`src/rtl/sha256_wntz_chain_if.sv`:
```
// Request and response channels of the Winternitz hash-chain sequencer.
interface sha256_wntz_chain_if;
  logic         req_valid;
  logic         req_ready;
  logic [175:0] req_prefix;
  logic [255:0] req_seed;
  logic [7:0]   req_start;
  logic [3:0]   req_w;
  logic         req_n_mode;
  logic         rsp_valid;
  logic         rsp_ready;
  logic [255:0] rsp_digest;
  logic         rsp_error;

  modport master (
    output req_valid, req_prefix, req_seed, req_start, req_w, req_n_mode, rsp_ready,
    input  req_ready, rsp_valid, rsp_digest, rsp_error
  );

  modport slave (
    input  req_valid, req_prefix, req_seed, req_start, req_w, req_n_mode, rsp_ready,
    output req_ready, rsp_valid, rsp_digest, rsp_error
  );
endinterface

```
`src/rtl/sha256_wntz_chain.sv`:
```
// Winternitz hash-chain sequencer: queues chain requests and steps a sha256_core
// through y <- H(prefix || j || y) until j reaches 2^w-1, then returns y.
module sha256_wntz_chain #(
  parameter int unsigned QUEUE_DEPTH = 2,
  parameter logic [3:0]  W_SUPPORT   = 4'b1111
) (
  input  logic                      clk,
  input  logic                      reset_n,
  input  logic                      zeroize,
  sha256_wntz_chain_if.slave        host,
  output logic                      core_init,
  output logic                      core_mode,
  output logic [511:0]              core_block,
  input  logic                      core_ready,
  input  logic [255:0]              core_digest,
  input  logic                      core_digest_valid,
  output logic                      busy
);

  localparam int unsigned PW = (QUEUE_DEPTH > 1) ? $clog2(QUEUE_DEPTH) : 1;
  localparam int unsigned CW = $clog2(QUEUE_DEPTH + 1);
  localparam logic [255:0] MASK24 = {{192{1'b1}}, 64'h0};

  typedef struct packed {
    logic [175:0] prefix;
    logic [255:0] seed;
    logic [7:0]   start;
    logic [3:0]   w;
    logic         n32;
  } req_t;

  typedef enum logic [2:0] {S_IDLE, S_CHECK, S_ISSUE, S_WAIT, S_RESP} state_t;

  logic          rst;
  req_t          mem [QUEUE_DEPTH];
  req_t          head;
  logic [PW-1:0] wr_ptr, rd_ptr;
  logic [CW-1:0] count;
  logic          full, empty, push, pop;

  state_t        state;
  logic [175:0]  prefix_r;
  logic [255:0]  y_r;
  logic [7:0]    j_r, j_next, end_idx;
  logic [3:0]    w_r;
  logic          n32_r;
  logic          valid_q;
  logic          w_ok, req_err, dv_rise;
  logic [255:0]  digest_m;
  logic          rsp_valid_r, rsp_error_r;
  logic [255:0]  rsp_digest_r;

  assign rst   = !reset_n || zeroize;
  assign full  = (count == CW'(QUEUE_DEPTH));
  assign empty = (count == '0);
  assign push  = host.req_valid && !full;
  assign pop   = (state == S_IDLE) && !empty;
  assign head  = mem[rd_ptr];

  assign host.req_ready  = !full;
  assign host.rsp_valid  = rsp_valid_r;
  assign host.rsp_digest = rsp_digest_r;
  assign host.rsp_error  = rsp_error_r;

  assign core_mode = 1'b1;
  assign core_init = (state == S_ISSUE) && core_ready;
  assign busy      = (state != S_IDLE) || !empty;

  function automatic logic [PW-1:0] next_ptr(input logic [PW-1:0] p);
    return (p == PW'(QUEUE_DEPTH - 1)) ? '0 : p + PW'(1);
  endfunction

  always_ff @(posedge clk) begin
    if (push) mem[wr_ptr] <= '{prefix: host.req_prefix, seed: host.req_seed,
                               start: host.req_start, w: host.req_w, n32: host.req_n_mode};
  end

  always_ff @(posedge clk) begin
    if (rst) begin
      wr_ptr <= '0;
      rd_ptr <= '0;
      count  <= '0;
    end else begin
      if (push) wr_ptr <= next_ptr(wr_ptr);
      if (pop)  rd_ptr <= next_ptr(rd_ptr);
      case ({push, pop})
        2'b10:   count <= count + CW'(1);
        2'b01:   count <= count - CW'(1);
        default: ;
      endcase
    end
  end

  // Only the four legal w values map to an end index; anything else is an error.
  always_comb begin
    w_ok    = 1'b0;
    end_idx = '0;
    case (w_r)
      4'd1:    begin w_ok = W_SUPPORT[0]; end_idx = 8'd1;   end
      4'd2:    begin w_ok = W_SUPPORT[1]; end_idx = 8'd3;   end
      4'd4:    begin w_ok = W_SUPPORT[2]; end_idx = 8'd15;  end
      4'd8:    begin w_ok = W_SUPPORT[3]; end_idx = 8'd255; end
      default: begin w_ok = 1'b0;         end_idx = 8'd0;   end
    endcase
  end

  assign req_err  = !w_ok || (j_r > end_idx);
  assign j_next   = j_r + 8'd1;
  assign dv_rise  = core_digest_valid && !valid_q;
  assign digest_m = n32_r ? core_digest : (core_digest & MASK24);

  always_comb begin
    core_block = '0;
    if (state == S_ISSUE || state == S_WAIT)
      core_block = n32_r ? {prefix_r, j_r, y_r, 8'h80, 64'd440}
                         : {prefix_r, j_r, y_r[255:64], 8'h80, 64'h0, 64'd376};
  end

  always_ff @(posedge clk) begin
    if (rst) begin
      state        <= S_IDLE;
      prefix_r     <= '0;
      y_r          <= '0;
      j_r          <= '0;
      w_r          <= '0;
      n32_r        <= 1'b0;
      valid_q      <= 1'b0;
      rsp_valid_r  <= 1'b0;
      rsp_digest_r <= '0;
      rsp_error_r  <= 1'b0;
    end else begin
      valid_q <= core_digest_valid;
      case (state)
        S_IDLE: if (!empty) begin
          prefix_r <= head.prefix;
          y_r      <= head.n32 ? head.seed : (head.seed & MASK24);
          j_r      <= head.start;
          w_r      <= head.w;
          n32_r    <= head.n32;
          state    <= S_CHECK;
        end
        S_CHECK: begin
          if (req_err) begin
            rsp_valid_r  <= 1'b1;
            rsp_error_r  <= 1'b1;
            rsp_digest_r <= '0;
            state        <= S_RESP;
          end else if (j_r == end_idx) begin
            rsp_valid_r  <= 1'b1;
            rsp_error_r  <= 1'b0;
            rsp_digest_r <= y_r;
            state        <= S_RESP;
          end else begin
            state <= S_ISSUE;
          end
        end
        S_ISSUE: if (core_ready) state <= S_WAIT;
        S_WAIT: if (dv_rise) begin
          y_r <= digest_m;
          j_r <= j_next;
          if (j_next == end_idx) begin
            rsp_valid_r  <= 1'b1;
            rsp_error_r  <= 1'b0;
            rsp_digest_r <= digest_m;
            state        <= S_RESP;
          end else begin
            state <= S_ISSUE;
          end
        end
        S_RESP: if (host.rsp_ready) begin
          rsp_valid_r <= 1'b0;
          state       <= S_IDLE;
        end
        default: state <= S_IDLE;
      endcase
    end
  end

endmodule

```
`src/flat_wrapper.sv`:
```
// flat-port wrapper written by rule: the top's interface ports become plain ports
module sha256_wntz_chain_flat 
#(
  parameter int unsigned QUEUE_DEPTH = 2,
  parameter logic [3:0]  W_SUPPORT   = 4'b1111
)
  (clk, reset_n, zeroize, core_init, core_mode, core_block, core_ready, core_digest, core_digest_valid, busy, host_req_valid, host_req_prefix, host_req_seed, host_req_start, host_req_w, host_req_n_mode, host_rsp_ready, host_req_ready, host_rsp_valid, host_rsp_digest, host_rsp_error);
  sha256_wntz_chain_if host_i ();
  input  logic clk;
  input  logic reset_n;
  input  logic zeroize;
  output logic core_init;
  output logic core_mode;
  output logic [511:0] core_block;
  input  logic core_ready;
  input  logic [255:0] core_digest;
  input  logic core_digest_valid;
  output logic busy;
  input wire logic [$bits(host_i.req_valid)-1:0] host_req_valid;
  input wire logic [$bits(host_i.req_prefix)-1:0] host_req_prefix;
  input wire logic [$bits(host_i.req_seed)-1:0] host_req_seed;
  input wire logic [$bits(host_i.req_start)-1:0] host_req_start;
  input wire logic [$bits(host_i.req_w)-1:0] host_req_w;
  input wire logic [$bits(host_i.req_n_mode)-1:0] host_req_n_mode;
  input wire logic [$bits(host_i.rsp_ready)-1:0] host_rsp_ready;
  output wire logic [$bits(host_i.req_ready)-1:0] host_req_ready;
  output wire logic [$bits(host_i.rsp_valid)-1:0] host_rsp_valid;
  output wire logic [$bits(host_i.rsp_digest)-1:0] host_rsp_digest;
  output wire logic [$bits(host_i.rsp_error)-1:0] host_rsp_error;
  assign host_i.req_valid = host_req_valid;
  assign host_i.req_prefix = host_req_prefix;
  assign host_i.req_seed = host_req_seed;
  assign host_i.req_start = host_req_start;
  assign host_i.req_w = host_req_w;
  assign host_i.req_n_mode = host_req_n_mode;
  assign host_i.rsp_ready = host_rsp_ready;
  assign host_req_ready = host_i.req_ready;
  assign host_rsp_valid = host_i.rsp_valid;
  assign host_rsp_digest = host_i.rsp_digest;
  assign host_rsp_error = host_i.rsp_error;
  sha256_wntz_chain #(.QUEUE_DEPTH(QUEUE_DEPTH), .W_SUPPORT(W_SUPPORT)) u_core (.clk(clk), .reset_n(reset_n), .zeroize(zeroize), .host(host_i), .core_init(core_init), .core_mode(core_mode), .core_block(core_block), .core_ready(core_ready), .core_digest(core_digest), .core_digest_valid(core_digest_valid), .busy(busy));
endmodule
```
`config.mk`:
```
export PLATFORM = sky130hd
export DESIGN_NAME = sha256_wntz_chain_flat
export DESIGN_NICKNAME = d
export VERILOG_FILES = /design/src/rtl/sha256_wntz_chain_if.sv /design/src/rtl/sha256_wntz_chain.sv /design/src/flat_wrapper.sv
export SDC_FILE = /design/constraint.sdc
export NUM_CORES = 2
export LEC_CHECK = 0
export ABC_AREA = 1
export CAP_MARGIN = 20
export CORE_AREA = 2 2 575 577
export DETAILED_ROUTE_END_ITERATION = 6
export DIE_AREA = 0 0 577 579
export REMOVE_ABC_BUFFERS = 1
export SLEW_MARGIN = 20
export SYNTH_ARGS = -nofsm -noshare
export SYNTH_HDL_FRONTEND = slang
export SYNTH_SLANG_ARGS = --single-unit
```
`constraint.sdc`:
```
create_clock -name clk -period 29.8 [get_ports clk]
set_clock_uncertainty 0.1 [all_clocks]
set_input_delay 5.96 -clock clk [delete_from_list [all_inputs] [get_ports clk]]
set_output_delay 5.96 -clock clk [all_outputs]
set_load 0.01 [all_outputs]
```
Yosys cells after proc, flatten, opt, wreduce, memory -nomap -nowiden. Memory sizes are Yosys's and may differ from the RTL's. A register that Yosys moved wholly into a read port is not among the register bits. Index checks and enable logic that the tools add are counted.

$add $sub $neg: 5. Magnitude comparators: 1. Equality and inequality tests: 19. Muxes and demuxes: 43. Bitwise gates (word level): 1. Reduce and logical (&&, ||, !) cells: 26.

Operator list (number): $mux W256 (6); $pmux W256 S2 (2); $mux W512 (1); $mux W136 (1); $mux W64 (2); $pmux W8 S4 (1); $mux W3 (7); $eq A8 B8 Y1 (2); $mux W1 (16); $mux W8 (2); $pmux W8 S2 (1); $pmux W3 S5 (1); $add A8 B1 Y8 const B (1); $gt A8 B8 Y1 (1); $ne A2 B2 Y1 const B (4); $reduce_and A4 Y1 (2); $eq A3 B2 Y1 const B (2); $reduce_bool A2 Y1 (3); $reduce_bool A3 Y1 (2); $logic_not A1 Y1 (5); $reduce_and A5 Y1 (1); $eq A2 B2 Y1 const B (2); $eq A4 B1 Y1 const B (1); $eq A4 B2 Y1 const B (1); 21 further kinds (28).

Flip-flop bits (word level): 711. RAM bits: 890. Bits of input ports: 708. Output and inout port bits: 774. Memories kept: 1.

Memory list: u_core.mem (depth 2, width 445, read ports 1, clocked after memory_dff 1, write ports 1, RTL line sha256_wntz_chain.sv:35) `req_t mem [QUEUE_DEPTH];`.

Longest topological paths before layout.
Depth in word-level cells: 7. Gate-level depth with buffers: 22. Mapped depth without buffers: 19.

Worst setup path after synthesis. Ideal clock, no wire load.

Path type: input-to-reg. From: input port host_req_valid. To: memory u_core.mem[1][0] (netlist bit) (enable). Library setup time: 1.264 ns. Data arrival time: 24.485 ns. Required time: 28.436 ns. Slack: 3.951 ns. Cell stages on the path: 2. Buffers on the path: 0. Cell sequence: nand2_1 -> nor2_1.

Longest elaborated chain between the ends: 3.

RTL lines: start, declared (RTL line flat_wrapper.sv:19) `input wire logic [$bits(host_i.req_valid)-1:0] host_req_valid;`; $logic_and A1 B1 Y1 (RTL line sha256_wntz_chain.sv:56) `assign push = host.req_valid && !full;`; $mux W1 (RTL line sha256_wntz_chain.sv:74) `if (push) mem[wr_ptr] <= '{prefix: host.req_prefix, seed: host.req_seed,`; $mux W1 (not written as such) (RTL line sha256_wntz_chain.sv:74); end, declared (RTL line sha256_wntz_chain.sv:35).

No other way between the ends.

Final worst setup path.
From: input port core_ready. To: output port core_init.

Longest elaborated chain between the ends: 1.

RTL lines: start, declared (RTL line flat_wrapper.sv:15) `input logic core_ready;`; $logic_and A1 B1 Y1 (RTL line sha256_wntz_chain.sv:66) `assign core_init = (state == S_ISSUE) && core_ready;`; end, declared (RTL line flat_wrapper.sv:12) `output logic core_init;`.

No other way between the ends.

==> flow_metrics.py <==
metrics = {
    "grt": {
        "grt_pass1_vias": 53740,
        "grt_antenna_before_repair": 79,
        "grt_first_pass_wirelength_um": 395400,
        "gr-total-overflow": 0,
        "grt_max_degree": 176,
        "grt_usage_pct": 16.25,
    },
    "worst_setup_path": {
        "required_ns": 23.74,
        "path_cells": "clkdlybuf4s50_1 -> inv_1 -> nor2_1 -> clkdlybuf4s50_1",
        "crit_buf_inv": 3,
        "arrival_ns": 7.21,
        "crit_fanout": 2,
        "crit_path_start_kind": "input pin",
        "cpPeakStageDelay_ns": 0.55,
        "regToRegSetupSlack_ns": 23.20,
        "cp_top_family": "buffers and inverters",
        "cpMaxStageDelayCell": "clkdlybuf4s50_1",
        "r2r-end": "u_core.host.rsp_digest[253]",
        "r2r-start": "u_core.w_r[2]",
        "path_class": "input pin to output pin",
        "worst_r2r_path_depth": 20,
        "cp-end-kind": "output pin",
        "crit_top_cell": "clkdlybuf4s50_1",
    },
    "power_and_ir_drop": {
        "total_power_mw": 5.427,
        "static-leakage-power_nw": 32.31,
        "p_per_area_mw_per_mm2": 58.86,
        "max-vdd-ir-drop_v": 0.00004782,
    },
    "sta": {
        "clock.fmax_mhz": 75.33,
        "setup_viol": 0,
        "rsz0062_at_grt": "false",
        "slew_headroom_pct": 23.90,
        "drv_slew": 0,
        "fin_crit_ns": 13.27,
        "period_share_pct": 44.55,
        "final-hold-violation-count": 0,
        "tns_ns": 0,
        "fin_ws_ns": 16.53,
        "tightest_slew_ns": 1.141,
    },
    "layout": {
        "utilization_pct": 28.05,
        "nets": 9632,
        "area_delta_synth_final_pct": 34.56,
        "drive_gt1_share_pct": 4.540,
    },
    "floorplan": {
        "die_x_um": 577,
        "row_count": 211,
        "dieHeight_um": 579,
        "coreArea_mm2": 0.3287,
        "io_pins": 1482,
        "start_util_pct": 20.85,
        "die_area_mm2": 0.3341,
    },
    "route": {
        "ant_nets": 0,
        "post_drt_wl_per_cell_um": 21.30,
        "drtPass1Iterations": 6,
        "via_count": 58200,
        "drc": 0,
        "via_per_inst": 4.316,
        "finalWirelength_um": 287200,
        "drtIter0Drc": 5097,
    },
    "min_path": {
        "min_from": "u_core.rd_ptr",
        "hold_depth": 1,
        "hold_end": "u_core.rd_ptr",
        "hold_path_class": "register to register",
    },
    "clock_network": {
        "cts_root_buf": "clkbuf_16",
        "htree_levels": 4,
        "clkTransAtPathRegs_ns": 0.05,
        "postCtsSetupRepairBufs": 0,
        "cts_resized": 0,
        "cts_tree": "built",
        "ctsHoldBuffers": 0,
        "cts_buffer_depth": 4,
        "insertion_delay_ns": 0.85,
        "cts_buffers": 188,
        "clock-sinks": 1602,
    },
    "yosys": {
        "synth_compound_area_share_pct": 9.810,
        "postSynthAreaPerCell_um2": 8.789,
        "synth_top_family_by_area": "simple AND/OR/NAND/NOR gates",
        "muxShareOfSynthArea_pct": 0.9349,
        "ys_seq_elements": 1602,
        "synth-simple-area-share_pct": 20.37,
        "yosys.area_share.xor_xnor_pct": 0.02374,
        "synth-edff-count": 890,
        "synth-main-ff-cell": "edfxtp_1",
        "synth_area_mm2": 0.06852,
        "yosys_warnings": 0,
        "synth_cell_type_count": 43,
        "async_reset_ff_share_pct": 0,
        "seq_area_frac_synth_pct": 59.81,
        "synthCells": 7796,
        "synth_fa_ha_area_share_pct": 0.1826,
    },
    "run": {
        "cap_violations": 0,
    },
    "place": {
        "place_ws_ns": 16.56,
        "port_buffers": 1415,
        "place_congestion": 0.8759,
        "dp.final_hpwl_um": 204500,
    },
    "outcome": {
        "status": "complete, no violations",
    },
}
[cells in the mapped netlist, types with 2 or more instances]
cell type  count  area (um2)
inv_1        716        2688
mux2i_1       64       640.6
buf_4         97       728.2
or2_2          4       25.02
clkbuf_1     302        1134
buf_6         44       495.5
ha_1          10       125.1
o211ai_1       4       30.03
a21oi_1      333        1667
buf_2        138       690.7
o21ai_0      403        2017
nand3b_1       2       15.01
buf_8          5       75.07
nand3_1      526        2633
nand2_1     1980        7432
inv_2         10       37.54
a21oi_2        7       61.31
nand4_1        2       12.51
conb_1         2       7.510
a31oi_1      378        2365
o21ai_1      109       545.5
nand2_2        4       25.02
edfxtp_1     890       26730
nor2_4         2       22.52
nor2_1       981        3682
buf_1         52       195.2
nor3_1         3       15.01
nand3_2        2       20.02
dfxtp_1      712       14250
[layer usage]
metal  global-route usage (%)  vias up  share of wire (%)
li1                         -    27710                  -
met1                    19.66    27740                 40
met2                    27.31     2273                 47
met3                    5.060      422                9.2
met4                    5.315       56                3.1
met5                        0        -               0.13
[sequential cells by signal, summed over array words and instances (netlist names), named ones only]
| signal | flops |
|---|---|
| u_core.y_r | 256 |
| u_core.w_r | 4 |
| u_core.prefix_r | 176 |
| u_core.host.rsp_valid | 1 |
| u_core.count | 2 |
| u_core.state | 3 |
| u_core.j_r | 8 |
| u_core.wr_ptr | 1 |
| u_core.valid_q | 1 |
| u_core.n32_r | 1 |
| u_core.mem | 890 |
| u_core.host.rsp_digest | 256 |
| u_core.rd_ptr | 1 |
| u_core.host.rsp_error | 1 |
[through the flow]
step | cell area, um2 | hold slack (ns) | std cells
2_1_floorplan | 65420 | 0.3265 | 7221
3_3_place_gp | 85930 | 0.3347 | 13090
3_5_place_dp | 85930 | 0.3469 | 13090
4_1_cts | 92080 | 0.3546 | 13440
5_1_grt | 92150 | 0.3824 | 13460
6_report | 92200 | 0.3514 | 13490
[logic make-up (layout without fill, tap and decap cells)]
group                    Yosys count  in the layout
flip-flops                      1602           1602
adder cells (fa/ha/maj)           10             10
multiplexers                      64             64
buffers and inverters           1366           2580
AND/OR/NAND/NOR                 3513           3513
XOR/XNOR                           1              1
other                              2            111
AO/OA/AOI/OAI                   1238           1238
[how the worst max path moves through the flow]
stage	from	slack, ns	end	cells past startpoint
finish	core_ready	16.53	core_init	4
detailed placement	core_ready	16.56	core_init	4
CTS	core_ready	16.54	core_init	4
global route	core_ready	16.53	core_init	4
global placement	core_ready	16.59	core_init	4
floorplan	reset_n	2.46	u_core.j_r[2]	4
[worst register-to-register path, delay by kind of cell, from the launching register on]
kind | cells | cell delay, ns
flip-flops | 1 | 0.41
AO/OA/AOI/OAI | 1 | 0.19
AND/OR/NAND/NOR | 13 | 2.03
adder cells (fa/ha/maj) | 1 | 0.44
buffers and inverters | 5 | 3.32
[report_power, final]
| part | internal (mW) | leakage (nW) | switching (mW) | total, mW |
|---|---|---|---|---|
| registers | 2.44 | 14.1 | 0.0330 | 2.47 |
| logic | 0.189 | 15.2 | 0.452 | 0.641 |
| clock network | 1.34 | 2.98 | 0.972 | 2.31 |
| total | 3.97 | 32.3 | 1.46 | 5.43 |
[cells in the final DEF (no fill, tap or decap), types with 4 or more instances in the layout]
cell and instances:
clkinv_1 18, clkbuf_1 55, o21ai_1 109, diode_2 45
a21oi_2 7, edfxtp_1 890, mux2i_1 64, clkinvlp_4 9
or2_2 4, dfxtp_1 711, inv_6 6, nor2_4 8
clkinv_16 5, a31oi_1 378, inv_1 716, o21ai_0 403
clkbuf_16 190, a21oi_1 332, nor2_1 976, clkbuf_8 22
nand2_2 4, bufinv_16 12, buf_4 79, clkinv_2 27
clkdlybuf4s50_1 1415, nand3_1 526, nand2_1 1978, conb_1 66
o211ai_1 4, buf_12 8, inv_2 7, ha_1 10
[layout make-up]
class / instances / area (um2)
Antenna cell: 45 / 112.6
Timing Repair Buffer: 1503 / 14930
Fill cell: 35120 / 236500
Multi-Input combinational cell: 4892 / 21800
Inverter: 727 / 2764
Clock inverter: 83 / 888.4
Tap cell: 4366 / 5463
Sequential cell: 1602 / 40980
Clock buffer: 267 / 5264
(Power assumes the default switching activity.)
